===== config.mk =====
export PLATFORM = sky130hd
export DESIGN_NAME = sound_pong
export DESIGN_NICKNAME = d
export VERILOG_FILES = /design/src/rtl/sound_pong.sv
export SDC_FILE = /design/constraint.sdc
export NUM_CORES = 1
export LEC_CHECK = 0
export BUFFER_PORTS_ARGS = -buffer_cell sky130_fd_sc_hd__buf_2
export CAP_MARGIN = 10
export CORE_MARGIN = 2
export CORE_UTILIZATION = 39
export CTS_CLUSTER_DIAMETER = 200
export DETAILED_ROUTE_END_ITERATION = 10
export HOLD_SLACK_MARGIN = 0.02
export PLACE_DENSITY = 0.57
export SYNTH_ARGS = -nofsm -noshare
export SYNTH_HDL_FRONTEND = slang
export SYNTH_SLANG_ARGS = --single-unit

===== constraint.sdc =====
create_clock -name clk -period 8.69 [get_ports clk]
set_clock_uncertainty 0.2 [all_clocks]
set_input_delay 0.869 -clock clk [delete_from_list [all_inputs] [get_ports clk]]
set_output_delay 0.869 -clock clk [all_outputs]
set_load 0.05 [all_outputs]

===== src/rtl/sound_pong.sv =====
// -----------------------------------------------------------------------------
// sound_pong
//
// Tone generator for the pong game. It takes the sound-event code from the
// game-dynamics block and plays a square wave on a 1-bit speaker pin:
//   code 01 (pong) : one low note   (PONG_HALF half-period)
//   code 10 (ping) : one high note  (PING_HALF half-period)
//   code 11 (go)   : low note, silent gap, high note
//   code 00 (stop) : no sound; aborts whatever is playing
//
// A note starts when the synchronised code changes to a non-zero value, or
// when trig replays the current non-zero code. A new start always restarts
// the first note, even in the middle of another note or gap.
//
// Parameters (all lengths in clk cycles, each >= 1 and < 2**CW):
//   PING_HALF  half-period of the high tone
//   PONG_HALF  half-period of the low tone
//   DUR        length of one note
//   GAP        silence between the two notes of the go jingle
//   CW         width of the half-period and duration counters
//
// Ports:
//   clk         system clock
//   clr         asynchronous, active-high reset
//   code_sound  event code, asynchronous to clk
//   mute        silences speaker only; sequencing is unaffected
//   trig        one-cycle pulse, synchronous to clk; replays the current code
//   speaker     registered square-wave output
//   busy        high while a note or the gap is in progress
//   cur_code    code being played, 00 when idle
// -----------------------------------------------------------------------------
module sound_pong #(
   parameter int PING_HALF = 6818,
   parameter int PONG_HALF = 13636,
   parameter int DUR       = 600000,
   parameter int GAP       = 120000,
   parameter int CW        = 24
) (
   input  logic       clk,
   input  logic       clr,
   input  logic [1:0] code_sound,
   input  logic       mute,
   input  logic       trig,
   output logic       speaker,
   output logic       busy,
   output logic [1:0] cur_code
);

   typedef enum logic [1:0] {
      S_IDLE  = 2'd0,
      S_NOTE1 = 2'd1,
      S_GAP   = 2'd2,
      S_NOTE2 = 2'd3
   } state_t;

   localparam logic [1:0] CODE_STOP = 2'b00;
   localparam logic [1:0] CODE_PING = 2'b10;
   localparam logic [1:0] CODE_GO   = 2'b11;

   // Counter load values: counters run from N-1 down to 0, giving N cycles.
   localparam logic [CW-1:0] PING_LD = CW'(PING_HALF - 1);
   localparam logic [CW-1:0] PONG_LD = CW'(PONG_HALF - 1);
   localparam logic [CW-1:0] DUR_LD  = CW'(DUR - 1);
   localparam logic [CW-1:0] GAP_LD  = CW'(GAP - 1);
   localparam logic [CW-1:0] ONE     = CW'(1);

   // ---------------------------------------------------------------------------
   // Input synchroniser and previous-code register
   // ---------------------------------------------------------------------------
   logic [1:0] sync1_q;   // first synchroniser stage, may be metastable
   logic [1:0] code_s_q;  // synchronised code
   logic [1:0] code_p_q;  // code_s one cycle earlier, for change detection

   // NOTE: sequential state uses non-blocking assignments so every register
   // samples the pre-edge value of the others, whatever the statement order.
   always_ff @(posedge clk or posedge clr) begin
      if (clr) begin
         sync1_q  <= CODE_STOP;
         code_s_q <= CODE_STOP;
         code_p_q <= CODE_STOP;
      end else begin
         sync1_q  <= code_sound;
         code_s_q <= sync1_q;
         code_p_q <= code_s_q;
      end
   end

   // ---------------------------------------------------------------------------
   // Event decode
   // ---------------------------------------------------------------------------
   logic code_nz;
   logic start;
   logic abort;

   state_t        state_q,    state_d;
   logic [1:0]    cur_code_q, cur_code_d;
   logic [CW-1:0] half_cnt_q, half_cnt_d;
   logic [CW-1:0] dur_cnt_q,  dur_cnt_d;
   logic          phase_q,    phase_d;
   logic          speaker_q,  speaker_d;
   logic          busy_q,     busy_d;
   logic [CW-1:0] half_ld;    // reload value for the note now playing
   logic          in_note_d;

   assign code_nz = (code_s_q != CODE_STOP);
   assign start   = code_nz && ((code_s_q != code_p_q) || trig);
   // start and abort are mutually exclusive: start needs a non-zero code.
   assign abort   = !code_nz && (state_q != S_IDLE);

   // The second go note is always the high tone; the first note follows
   // the code that started it.
   assign half_ld = ((state_q == S_NOTE2) || (cur_code_q == CODE_PING))
                    ? PING_LD : PONG_LD;

   // ---------------------------------------------------------------------------
   // Next-state logic
   // ---------------------------------------------------------------------------
   // NOTE: every variable gets a default before any branch, so no path can
   // leave one unassigned and infer a latch.
   always_comb begin
      state_d    = state_q;
      cur_code_d = cur_code_q;
      half_cnt_d = half_cnt_q;
      dur_cnt_d  = dur_cnt_q;
      phase_d    = phase_q;

      if (start) begin
         state_d    = S_NOTE1;
         cur_code_d = code_s_q;
         half_cnt_d = (code_s_q == CODE_PING) ? PING_LD : PONG_LD;
         dur_cnt_d  = DUR_LD;
         phase_d    = 1'b1;
      end else if (abort) begin
         state_d    = S_IDLE;
         cur_code_d = CODE_STOP;
         phase_d    = 1'b0;
      end else begin
         unique case (state_q)
            S_IDLE: begin
               // Wait for a start event.
            end

            S_NOTE1, S_NOTE2: begin
               // Tone generator: toggle phase every half-period.
               if (half_cnt_q == '0) begin
                  phase_d    = !phase_q;
                  half_cnt_d = half_ld;
               end else begin
                  half_cnt_d = half_cnt_q - ONE;
               end

               if (dur_cnt_q == '0) begin
                  if ((state_q == S_NOTE1) && (cur_code_q == CODE_GO)) begin
                     state_d   = S_GAP;
                     dur_cnt_d = GAP_LD;
                     phase_d   = 1'b0;
                  end else begin
                     state_d    = S_IDLE;
                     cur_code_d = CODE_STOP;
                     phase_d    = 1'b0;
                  end
               end else begin
                  dur_cnt_d = dur_cnt_q - ONE;
               end
            end

            S_GAP: begin
               if (dur_cnt_q == '0) begin
                  state_d    = S_NOTE2;
                  half_cnt_d = PING_LD;
                  dur_cnt_d  = DUR_LD;
                  phase_d    = 1'b1;
               end else begin
                  dur_cnt_d = dur_cnt_q - ONE;
               end
            end

            default: begin
               state_d    = S_IDLE;
               cur_code_d = CODE_STOP;
            end
         endcase
      end

      // Outputs are registered from the next state, so they change on the
      // same edge as the state they describe, with no extra cycle of lag.
      in_note_d = (state_d == S_NOTE1) || (state_d == S_NOTE2);
      speaker_d = phase_d && in_note_d && !mute;
      busy_d    = (state_d != S_IDLE);
   end

   // ---------------------------------------------------------------------------
   // State and output registers
   // ---------------------------------------------------------------------------
   always_ff @(posedge clk or posedge clr) begin
      if (clr) begin
         state_q    <= S_IDLE;
         cur_code_q <= CODE_STOP;
         half_cnt_q <= '0;
         dur_cnt_q  <= '0;
         phase_q    <= 1'b0;
         speaker_q  <= 1'b0;
         busy_q     <= 1'b0;
      end else begin
         state_q    <= state_d;
         cur_code_q <= cur_code_d;
         half_cnt_q <= half_cnt_d;
         dur_cnt_q  <= dur_cnt_d;
         phase_q    <= phase_d;
         speaker_q  <= speaker_d;
         busy_q     <= busy_d;
      end
   end

   assign speaker  = speaker_q;
   assign busy     = busy_q;
   assign cur_code = cur_code_q;

endmodule


==> run metrics, run 1 <==
ys async rst share 100%; final hold vios 0; Post-Synth Adder-Cell Area under 10%; RR Endpoint half_cnt_q[18]; register area approximately 0.0015 mm2; Die Area 0.00975 mm2; antenna viol nets, final 0; vias in the first global route roughly 2.7k; hold-critical path depth 0; CP Max Fanout 29; Mapped Nets between 300 and 400; fin cells 501; Initial DRC Count 159; Flop pwr share between 40 and 50%; fillers between 800 and 900; via/cell ratio 5.86; critical path type reg -> reg; WL/cell ~16 um; clk slew on worst S/H paths ~0.080 ns; post-CTS setup buffer count 0; VDD IR-drop max 0.0936 mV; largest net degree at the start of global routing 62; Worst Hold Path EP code_s_q[1]; worst-margin pin slew 0.806 ns; Yosys reg bits slightly above 60; TritonRoute pass-1 iters 4; Most used DFF post-synth dfrtp_1; R2R cell count 6; # rows 34; Hold Path Class reg -> reg; Synth Area in Compound Gates about a quarter; Final Power 0.662 mW; part of the cycle the worst path needs a little under two fifths; clock power share between 40% and 50%; post-synthesis xor/xnor area fraction 3.50%; num ports 10; layout cells sized above 1 14.8%; Post-Synthesis Cells 382; final worst slack around 5.5 ns; GRT Overall Usage between 15 and 20%; area of the multi-input gates ~0.0018 mm2; NumNets Final 398; Initial Util roughly 40%; cts bufs inserted 9; htree depth 3; global route overflow 0; CTS resizes 0; Worst R2R Start dur_cnt_q[4]; fmax just over 300 MHz; Final Wtd Congestion between 0.8 and 0.9; final wirelength 7.80 mm; Comb pwr share roughly an eighth; Sw Pwr about 0.2 mW; Detail Placement HPWL between 5 and 6 mm; I/O Buffers 9; Crit. End Element flip-flop; Leak Pwr ~1.5 nW; Setup violations, final 0; status completed; PD cells about 170 mW/mm2; largest family of logic cells by synthesized area simple AND/OR/NAND/NOR gates; number of diodes 0; Worst Path Arrival 3.30 ns; synth unique cells 60; Post-route DRC 0; CTS root buffer clkbuf_8; Die X approximately 99 um; CORE AREA 0.00872 mm2; Critical Path Source Type flip-flop; simple logic cell fraction of the synthesized area a little under a quarter; internal power about 0.46 mW; Post-synth EDFFs 0; Slew Limit Fails 0; area grow syn2layout 9.43%; post-placement cell count 485; Max transition margin a little under half; Worst-Skew Late Latency 0.35 ns; initial antenna violation count 0; min Tclk post-route between 3 and 4 ns; Place WS approximately 5.5 ns; first-pass GRT wire length 13.6 mm; HP Start sync1_q[1]; clk buf depth 2; clock sinks 61; post-synthesis sequential area ratio around 44%; syn avg cell area between 9 and 10 um2; switching power share of the total between 20% and 30%; total via count in the routed design a little under 3k; post-synthesis mux area share 0.715%; internal reg-to-reg setup slack approximately 5.5 ns; Chip Height approximately 100 um; Setup TNS Final 0 ns; Warnings, synthesis 0; RSZ-0062 raised after global routing no; Cell Area, Synth between 0.003 and 0.004 mm2; max-cap violation count 0; TritonCTS clock tree yes; Required @ worst endpoint 8.77 ns; Hold Buf Count CTS 0
[stage by stage]
| step | area (um2) | util, % | hold slack [ns] |
|---|---|---|---|
| 2_1_floorplan | 3500 | - | 0.131 |
| 3_3_place_gp | 3620 | 41.5 | 0.137 |
| 3_5_place_dp | 3620 | 41.5 | 0.140 |
| 4_1_cts | 3830 | 43.9 | 0.159 |
| 5_1_grt | 3830 | 43.9 | 0.167 |
| 6_report | 3830 | 43.9 | 0.156 |
[logic make-up after synthesis]
group / after synthesis
and+or+nand+nor: 151
DFF: 61
buffers and inverters: 31
muxes: 2
xor gates and xnor gates: 14
adders and majority gates: 4
AOI/OAI and AO/OA: 119
[worst max-delay path by stage]
stage                 start             end  depth (start not counted)
3_3_place_gp           trig   half_cnt_q[3]                          7
5_1_grt        dur_cnt_q[0]   dur_cnt_q[10]                          9
2_1_floorplan          trig   half_cnt_q[3]                          9
6_report       dur_cnt_q[4]  half_cnt_q[18]                          6
3_5_place_dp           trig   half_cnt_q[3]                          7
4_1_cts        dur_cnt_q[4]  half_cnt_q[18]                          6
[power groups by stage]
stage | Sequential (mW) | Combinational, mW | Clock [mW]
detailed placement | 0.314 | 0.0837 | 0
CTS | 0.308 | 0.0843 | 0.276
finish | 0.309 | 0.0834 | 0.270
global route | 0.311 | 0.0940 | 0.288
global placement | 0.313 | 0.0831 | 0
floorplan | 0.316 | 0.0612 | 0
[per-layer routing]
layer / share of wire [%] / routed length, um / global-route usage, % / vias up
met5: 0 / 0 / 0 / -
met4: 1.9 / 146 / 7.27 / 0
met3: 3.2 / 250 / 3.12 / 11
met2: 44 / 3410 / 25.5 / 51
met1: 51 / 4000 / 25.0 / 1441
li1: - / - / - / 1432
[Yosys cell counts (all sizes together) (2+ instances only)]
| library cell | count | area, um2 |
|---|---|---|
| o31a | 2 | 17.5 |
| o41ai | 4 | 35.0 |
| and3 | 3 | 18.8 |
| nand2b | 6 | 37.5 |
| or4 | 16 | 128 |
| nor3 | 16 | 91.3 |
| a211o | 2 | 17.5 |
| a21oi | 39 | 233 |
| nor2 | 37 | 141 |
| nand2 | 29 | 111 |
| xor2 | 13 | 114 |
| o21ai | 23 | 126 |
| or3 | 9 | 61.3 |
| and2 | 5 | 31.3 |
| o21a | 3 | 22.5 |
| o22a | 5 | 43.8 |
| a31oi | 6 | 37.5 |
| clkbuf | 9 | 33.8 |
| nor4 | 7 | 43.8 |
| o211ai | 12 | 95.1 |
| ha | 4 | 50.1 |
| or2 | 5 | 31.3 |
| inv | 15 | 56.3 |
| buf | 7 | 40.0 |
| nand4b | 2 | 17.5 |
| nand4 | 3 | 25.0 |
| o31ai | 12 | 90.1 |
| dfrtp | 61 | 1530 |
| a21o | 3 | 22.5 |
| nand3 | 7 | 35.0 |
[flip-flops by register name (all words and copies together) (netlist names)]
register and flops:
code_s_q 2, cur_code 2, speaker 1, half_cnt_q 24, state_q 2, code_p_q 2, sync1_q 2, busy 1
dur_cnt_q 24, phase_q 1
[final cells by class]
class                   instances  area share [%]
clock buffers                  10            3.59
clock inverters                 6            1.86
flip-flops and latches         61            39.8
multi-input cells             290            48.2
inverters                      15            1.47
well taps                     108            3.53
repair buffers                 11            1.57
[cells in the final DEF (no fill, tap or decap), types with 12 or more instances in the layout]
cell	count
nand2_1	28
xor2_1	13
nor2_1	36
a21oi_1	29
or4_1	14
nor3_1	15
dfrtp_1	61
o31ai_1	12
o21ai_0	14
inv_1	13
[worst max-delay path, stage by stage (launching register included)]
cell	delay, ns
dfrtp_1	0.43
or4_1	0.70
nor3_4	0.22
nand4_2	0.21
o211a_1	0.61
or4_1	0.64
a21oi_2	0.14
(Power assumes the default switching activity.)
==> run 2, diff against run 1 <==
--- a/config.mk
+++ b/config.mk
@@ -12,7 +12,7 @@
 export CTS_CLUSTER_DIAMETER = 200
 export DETAILED_ROUTE_END_ITERATION = 10
 export HOLD_SLACK_MARGIN = 0.02
-export PLACE_DENSITY = 0.57
+export PLACE_DENSITY = 0.59
 export SYNTH_ARGS = -nofsm -noshare
 export SYNTH_HDL_FRONTEND = slang
 export SYNTH_SLANG_ARGS = --single-unit
==> constraint.sdc (replaced) <==
create_clock -name clk -period 2.8 [get_ports clk]
set_clock_uncertainty 0.2 [all_clocks]
set_input_delay 0.28 -clock clk [delete_from_list [all_inputs] [get_ports clk]]
set_output_delay 0.28 -clock clk [all_outputs]
set_load 0.05 [all_outputs]
==> run metrics, run 2 (synthesis gave the netlist of run 1 again) <==
status completed (unchanged); Hold Path Class in -> reg (was reg -> reg); largest delay contributor family on the critical path simple AND/OR/NAND/NOR gates (unchanged); Regs by FF count dur_cnt_q: 24 flops, half_cnt_q: 24 flops (unchanged); top layer reached by signal wires met4 (unchanged); Crit. End Element flip-flop (unchanged); RR Endpoint dur_cnt_q[7] (was half_cnt_q[18]); Chip Height 98.8 um (unchanged); Placed Area 0.00391 mm2 (was 0.00362 mm2); WL/cell 15.2 um (was 15.6 um); routed length on met1 4.18 mm (was 4.00 mm); Detail Placement HPWL 5.76 mm (was 5.25 mm); Final Wtd Congestion 0.846 (was 0.819); part of the cycle the worst path needs 99.1% (was 37.1%); Setup violations, final 0 (unchanged); metal2 WL 3.66 mm (was 3.41 mm); fin util 48.7% (was 43.9%); # rows 34 (unchanged); register area 0.00153 mm2 (unchanged); vias in the first global route 2,973 (was 2,728); most frequent cells in the layout dfrtp_1 (61), buf_4 (38), nor2_1 (36) (was dfrtp_1 (61), nor2_1 (36), a21oi_1 (29)); PD cells 495 mW/mm2 (was 173 mW/mm2); DR WL met3 258 um (was 250 um); fin area 0.00425 mm2 (was 0.00383 mm2); Required @ worst endpoint 2.79 ns (was 8.77 ns); largest net degree at the start of global routing 62 (unchanged); num ports 10 (unchanged); max-cap violation count 0 (unchanged); cts bufs inserted 9 (unchanged); Leak Pwr 1.73 nW (was 1.48 nW); internal reg-to-reg setup slack 0.02 ns (was 5.47 ns); Post-route DRC 0 (unchanged); antenna viol nets, final 0 (unchanged); CP Buf/Inv Count 1 (was 0); htree depth 3 (unchanged); fmax 360 MHz (was 310 MHz); number of diodes 0 (unchanged); Max transition margin 46.9% (was 46.2%); Slew Limit Fails 0 (unchanged); Die Area 0.00975 mm2 (unchanged); via/cell ratio 5.61 (was 5.86); Worst path slowest cell or4_4 (was or4_1); HP Start mute (was sync1_q[1]); fin cells 543 (was 501); Initial DRC Count 166 (was 159); TritonCTS clock tree yes (unchanged); Final Power 2.10 mW (was 0.662 mW); TritonRoute pass-1 iters 4 (unchanged); Die X 98.8 um (unchanged); CP peak stage delay 0.57 ns (was 0.70 ns); clk buf depth 2 (unchanged); clk slew on worst S/H paths 0.07 ns (was 0.08 ns); final worst slack 0.0246 ns (was 5.47 ns); final wirelength 8.24 mm (was 7.80 mm); GRT Overall Usage 17.8% (was 17.3%); min Tclk post-route 2.78 ns (was 3.22 ns); Critical Path Source Type flip-flop (unchanged); Setup TNS Final 0 ns (unchanged); first-pass GRT wire length 14.1 mm (was 13.6 mm); worst hold margin 0.0386 ns (was 0.156 ns); layout cells sized above 1 24.4% (was 14.8%); Worst Path Arrival 2.76 ns (was 3.30 ns); Place WS 0.00778 ns (was 5.47 ns); critical path type reg -> reg (unchanged); hold-critical path depth 2 (was 0); clock sinks 61 (unchanged); final hold vios 0 (unchanged); VDD IR-drop max 0.304 mV (was 0.0936 mV); Initial Util 40.2% (unchanged); CP cell instances or4_4 -> or4_4 -> o31a_4 -> nor2_4 -> clkinvlp_4 -> a21oi_1 -> o21ai_1 (was or4_1 -> nor3_4 -> nand4_2 -> o211a_1 -> or4_1 -> a21oi_2); CP Max Fanout 8 (was 29); Worst Hold Path EP speaker (was code_s_q[1]); NumNets Final 440 (was 398); area grow syn2layout 21.3% (was 9.43%); Worst R2R Start dur_cnt_q[16] (was dur_cnt_q[4]); R2R cell count 7 (was 6); CTS root buffer clkbuf_8 (unchanged); commonest non-fill, non-tap cell in the layout dfrtp_1 (unchanged); I/O Buffers 9 (unchanged); area of the multi-input gates 0.00192 mm2 (was 0.00185 mm2); RSZ-0062 raised after global routing yes (was no); fillers 801 (was 844); Worst-Skew Late Latency 0.34 ns (was 0.35 ns); Crit path top cell by count or4_4 (was or4_1); global route overflow 0 (unchanged); post-placement cell count 521 (was 485); CORE AREA 0.00872 mm2 (unchanged); initial antenna violation count 0 (unchanged); worst-margin pin slew 0.797 ns (was 0.806 ns); total via count in the routed design 3,048 (was 2,935)
[run 2: changes by cell type in the layout (fill, tap and decap cells not counted), sizes merged]
cell         delta
inv             -1
clkinvlp        -1
dlygate4sd3     +3
buf            +38
clkbuf          +2
clkinv          +1
[run 2: repair_timing]
action | CTS | global route
endpoints found under the setup margin | 1 | 26
gates cloned | 0 | 1
hold buffers | 3 | 0
pin swaps | 0 | 3
setup buffers | 0 | 2
hold endpoints to repair | 63 | 0
gates resized for setup | 1 | 15
[run 2: worst max path at each step]
stage	start	end	slack, ns	depth (start not counted)
after floorplan	half_cnt_q[9]	half_cnt_q[15]	0.002	8
after global placement	dur_cnt_q[13]	half_cnt_q[6]	0.03	6
after detailed placement	dur_cnt_q[13]	half_cnt_q[6]	0.008	6
after CTS	dur_cnt_q[13]	half_cnt_q[6]	0.001	6
after global routing	dur_cnt_q[16]	dur_cnt_q[7]	-0.02	7
final	dur_cnt_q[16]	dur_cnt_q[7]	0.02	7
[run 2: per-layer routing]
| layer | vias to the layer above | track usage (%) |
|---|---|---|
| li1 | 1513 | - |
| met1 | 1464 | 24.9 |
| met2 | 58 | 27.9 |
| met3 | 13 | 2.84 |
| met4 | 0 | 6.95 |
| met5 | - | 0 |
[run 2: report_power, final]
part           internal (mW)  switching (mW)  leakage, nW
clock network          0.479           0.347        0.112
logic                  0.129           0.199        0.902
registers              0.918          0.0323        0.720
total                   1.53           0.578         1.73
[run 2: layout make-up]
| cell class | count | share of cell area [%] |
|---|---|---|
| sequential | 61 | 35.9 |
| timing repair buffer | 52 | 9.22 |
| clock buffer | 12 | 3.89 |
| clock inverter | 4 | 1.06 |
| tap | 108 | 3.18 |
| inverter | 15 | 1.38 |
| timing repair inverter | 1 | 0.177 |
| multi-input combinational | 290 | 45.1 |
==> run 3, diff against run 2 <==
--- a/config.mk
+++ b/config.mk
@@ -5,6 +5,7 @@
 export SDC_FILE = /design/constraint.sdc
 export NUM_CORES = 1
 export LEC_CHECK = 0
+export ABC_AREA = 1
 export BUFFER_PORTS_ARGS = -buffer_cell sky130_fd_sc_hd__buf_2
 export CAP_MARGIN = 10
 export CORE_MARGIN = 2
@@ -13,6 +14,7 @@
 export DETAILED_ROUTE_END_ITERATION = 10
 export HOLD_SLACK_MARGIN = 0.02
 export PLACE_DENSITY = 0.59
+export REMOVE_ABC_BUFFERS = 1
 export SYNTH_ARGS = -nofsm -noshare
 export SYNTH_HDL_FRONTEND = slang
 export SYNTH_SLANG_ARGS = --single-unit
==> run metrics, run 3 <==
status completed (unchanged); ys async rst share 100% (unchanged); final wirelength 10.7 mm (was 8.24 mm); CP Max Fanout 21 (was 8); share of Yosys cell area claimed by the top area cell type 37.2% (was 43.6%); top post-synthesis cells by area dfrtp_1 (37%), nand2_1 (13%), nand3_1 (9.6%) (was dfrtp_1 (44%), a21oi_1 (4.1%), nor2_1 (3.9%)); TritonRoute pass-1 iters 5 (was 4); Final Power 2.21 mW (was 2.10 mW); Setup violations, final 0 (unchanged); WL/cell 14.1 um (was 15.2 um); Hold Path Class reg -> reg (was in -> reg); simple logic cell fraction of the synthesized area 41.9% (was 23.7%); most frequent cells after synthesis nand2_1 (143), nor2_1 (99), nand3_1 (79) (was dfrtp_1 (61), nor2_1 (36), a21oi_1 (29)); CTS resizes 0 (was 1); antenna viol nets, final 0 (unchanged); CTS root buffer clkbuf_8 (unchanged); min Tclk post-route 2.35 ns (was 2.78 ns); Slew Limit Fails 0 (unchanged); Chip Height 107 um (was 98.8 um); Critical Path Source Type flip-flop (unchanged); post-synthesis xor/xnor area fraction 4.48% (was 3.50%); critical path type reg -> reg (unchanged); clock sinks 61 (unchanged); Initial Util 40.0% (was 40.2%); max-cap violation count 0 (unchanged); Max transition margin 58.0% (was 46.9%); Hold Buf Count CTS 4 (was 3); most frequent cell after synthesis nand2_1 (was dfrtp_1); TritonCTS clock tree yes (unchanged); initial antenna violation count 0 (unchanged); largest net degree at the start of global routing 43 (was 62); Regs by FF count dur_cnt_q: 24 flops, half_cnt_q: 24 flops (unchanged); cts bufs inserted 9 (unchanged); Place WS 0.481 ns (was 0.00778 ns); VDD IR-drop max 0.363 mV (was 0.304 mV); post-CTS setup buffer count 0 (unchanged); clk slew on worst S/H paths 0.07 ns (about the same); Crit. End Element flip-flop (unchanged); Most used DFF post-synth dfrtp_1 (unchanged); Placed Area 0.00430 mm2 (was 0.00391 mm2); htree depth 3 (unchanged); final hold vios 0 (unchanged); final worst slack 0.446 ns (was 0.0246 ns); post-placement cell count 737 (was 521); Worst path slowest cell dfrtp_1 (was or4_4); # rows 37 (was 34); Warnings, synthesis 0 (unchanged); Final Wtd Congestion 0.924 (was 0.846); area grow syn2layout 9.90% (was 21.3%); vias in the first global route 3,759 (was 2,973); Cell Area, Synth 0.00411 mm2 (was 0.00350 mm2); CP cell instances nor2_1 -> nand2_1 -> nor2_4 -> nand3_4 -> nand3_4 -> nand2_4 -> nor2_2 -> o21ai_0 -> o21ai_0 (was or4_4 -> or4_4 -> o31a_4 -> nor2_4 -> clkinvlp_4 -> a21oi_1 -> o21ai_1); Yosys reg bits 61 (unchanged); Initial DRC Count 357 (was 166); post-synthesis sequential area ratio 37.2% (was 43.6%); Synth Area in Compound Gates 7.31% (was 23.4%); Die Area 0.0114 mm2 (was 0.00975 mm2); I/O Buffers 9 (unchanged); NumNets Final 626 (was 440); via/cell ratio 5.22 (was 5.61); Leak Pwr 2.19 nW (was 1.73 nW); worst hold margin 0.157 ns (was 0.0386 ns); first-pass GRT wire length 18.4 mm (was 14.1 mm); most frequent cells in the layout nand2_1 (143), nor2_1 (99), nand3_1 (79) (was dfrtp_1 (61), buf_4 (38), nor2_1 (36)); part of the cycle the worst path needs 84.1% (was 99.1%); CORE AREA 0.0103 mm2 (was 0.00872 mm2); GRT Overall Usage 20.2% (was 17.8%); clk buf depth 2 (unchanged); total via count in the routed design 3,949 (was 3,048); Post-synth EDFFs 0 (unchanged); Worst-Skew Late Latency 0.35 ns (was 0.34 ns); Detail Placement HPWL 7.82 mm (was 5.76 mm); Post-Synthesis Cells 596 (was 382); worst-margin pin slew 0.628 ns (was 0.797 ns); fmax 425 MHz (was 360 MHz); fin cells 757 (was 543); commonest non-fill, non-tap cell in the layout nand2_1 (was dfrtp_1); largest family of logic cells by synthesized area simple AND/OR/NAND/NOR gates (unchanged); layout cells sized above 1 10.6% (was 24.4%); cell accounting for the most synthesized area dfrtp_1 (unchanged); Required @ worst endpoint 2.87 ns (was 2.79 ns); RSZ-0062 raised after global routing no (was yes); Post-Synth Adder-Cell Area 1.22% (was 1.43%); syn avg cell area 6.89 um2 (was 9.17 um2); num ports 10 (unchanged); PD cells 490 mW/mm2 (was 495 mW/mm2); Setup TNS Final 0 ns (unchanged); synth unique cells 34 (was 60); Worst Path Arrival 2.43 ns (was 2.76 ns); Die X 107 um (was 98.8 um); fin util 43.9% (was 48.7%); global route overflow 0 (unchanged); fin area 0.00451 mm2 (was 0.00425 mm2); Post-route DRC 0 (unchanged); CP peak stage delay 0.42 ns (was 0.57 ns); post-synthesis mux area share 0% (was 0.715%); number of diodes 0 (unchanged)
[run 3: final cells by class]
class                           count  area, um2
Multi-Input combinational cell    460       2260
Sequential cell                    61       1530
Clock inverter                      4       22.5
Tap cell                          136        170
Timing Repair Buffer               21        145
Fill cell                        1082       5760
Inverter                           63        239
Clock buffer                       12        155
[run 3: worst max-delay path: cells and delay by family (launching register included)]
family	cells	cell delay, ns
DFF	1	0.42
AOI/OAI and AO/OA	2	0.22
and+or+nand+nor	7	1.42
[run 3: cells by family (layout without fill, tap and decap cells)]
logic type | Yosys count | count (layout)
AOI/OAI and AO/OA | 56 | 56
xor gates and xnor gates | 21 | 21
adders and majority gates | 4 | 4
buffers and inverters | 75 | 100
DFF | 61 | 61
and+or+nand+nor | 379 | 379
[run 3: routing by layer]
metal  vias up  wire [um]  share of wire [%]  GRT usage (%)
met5         -          0                  0              0
met4         0        175                1.6           6.31
met3        16        527                4.9           3.59
met2       115       4590                 43           30.7
met1      1852       5410                 51           29.4
li1       1966          -                  -              -
[run 3: power breakdown]
group / total (mW) / internal [mW] / leakage (nW) / switching [mW]
Sequential: 1.02 / 0.949 / 0.735 / 0.0754
Clock: 0.733 / 0.365 / 0.0921 / 0.368
Combinational: 0.454 / 0.143 / 1.36 / 0.311
Total: 2.21 / 1.46 / 2.19 / 0.755
[run 3: path summary, 6_finish.rpt]
| path | cells after the start | slack [ns] | to | startpoint |
|---|---|---|---|---|
| min in group asynchronous | 3 | 0.32 | dur_cnt_q[21] | clr |
| worst max-delay path | 9 | 0.45 | half_cnt_q[7] | dur_cnt_q[10] |
| max in group asynchronous | 4 | 1.45 | half_cnt_q[11] | clr |
| worst min register to register | 0 | 0.16 | code_s_q[1] | sync1_q[1] |
| worst max register to register | 9 | 0.45 | half_cnt_q[7] | dur_cnt_q[10] |
| worst min-delay path | 0 | 0.16 | code_s_q[1] | sync1_q[1] |
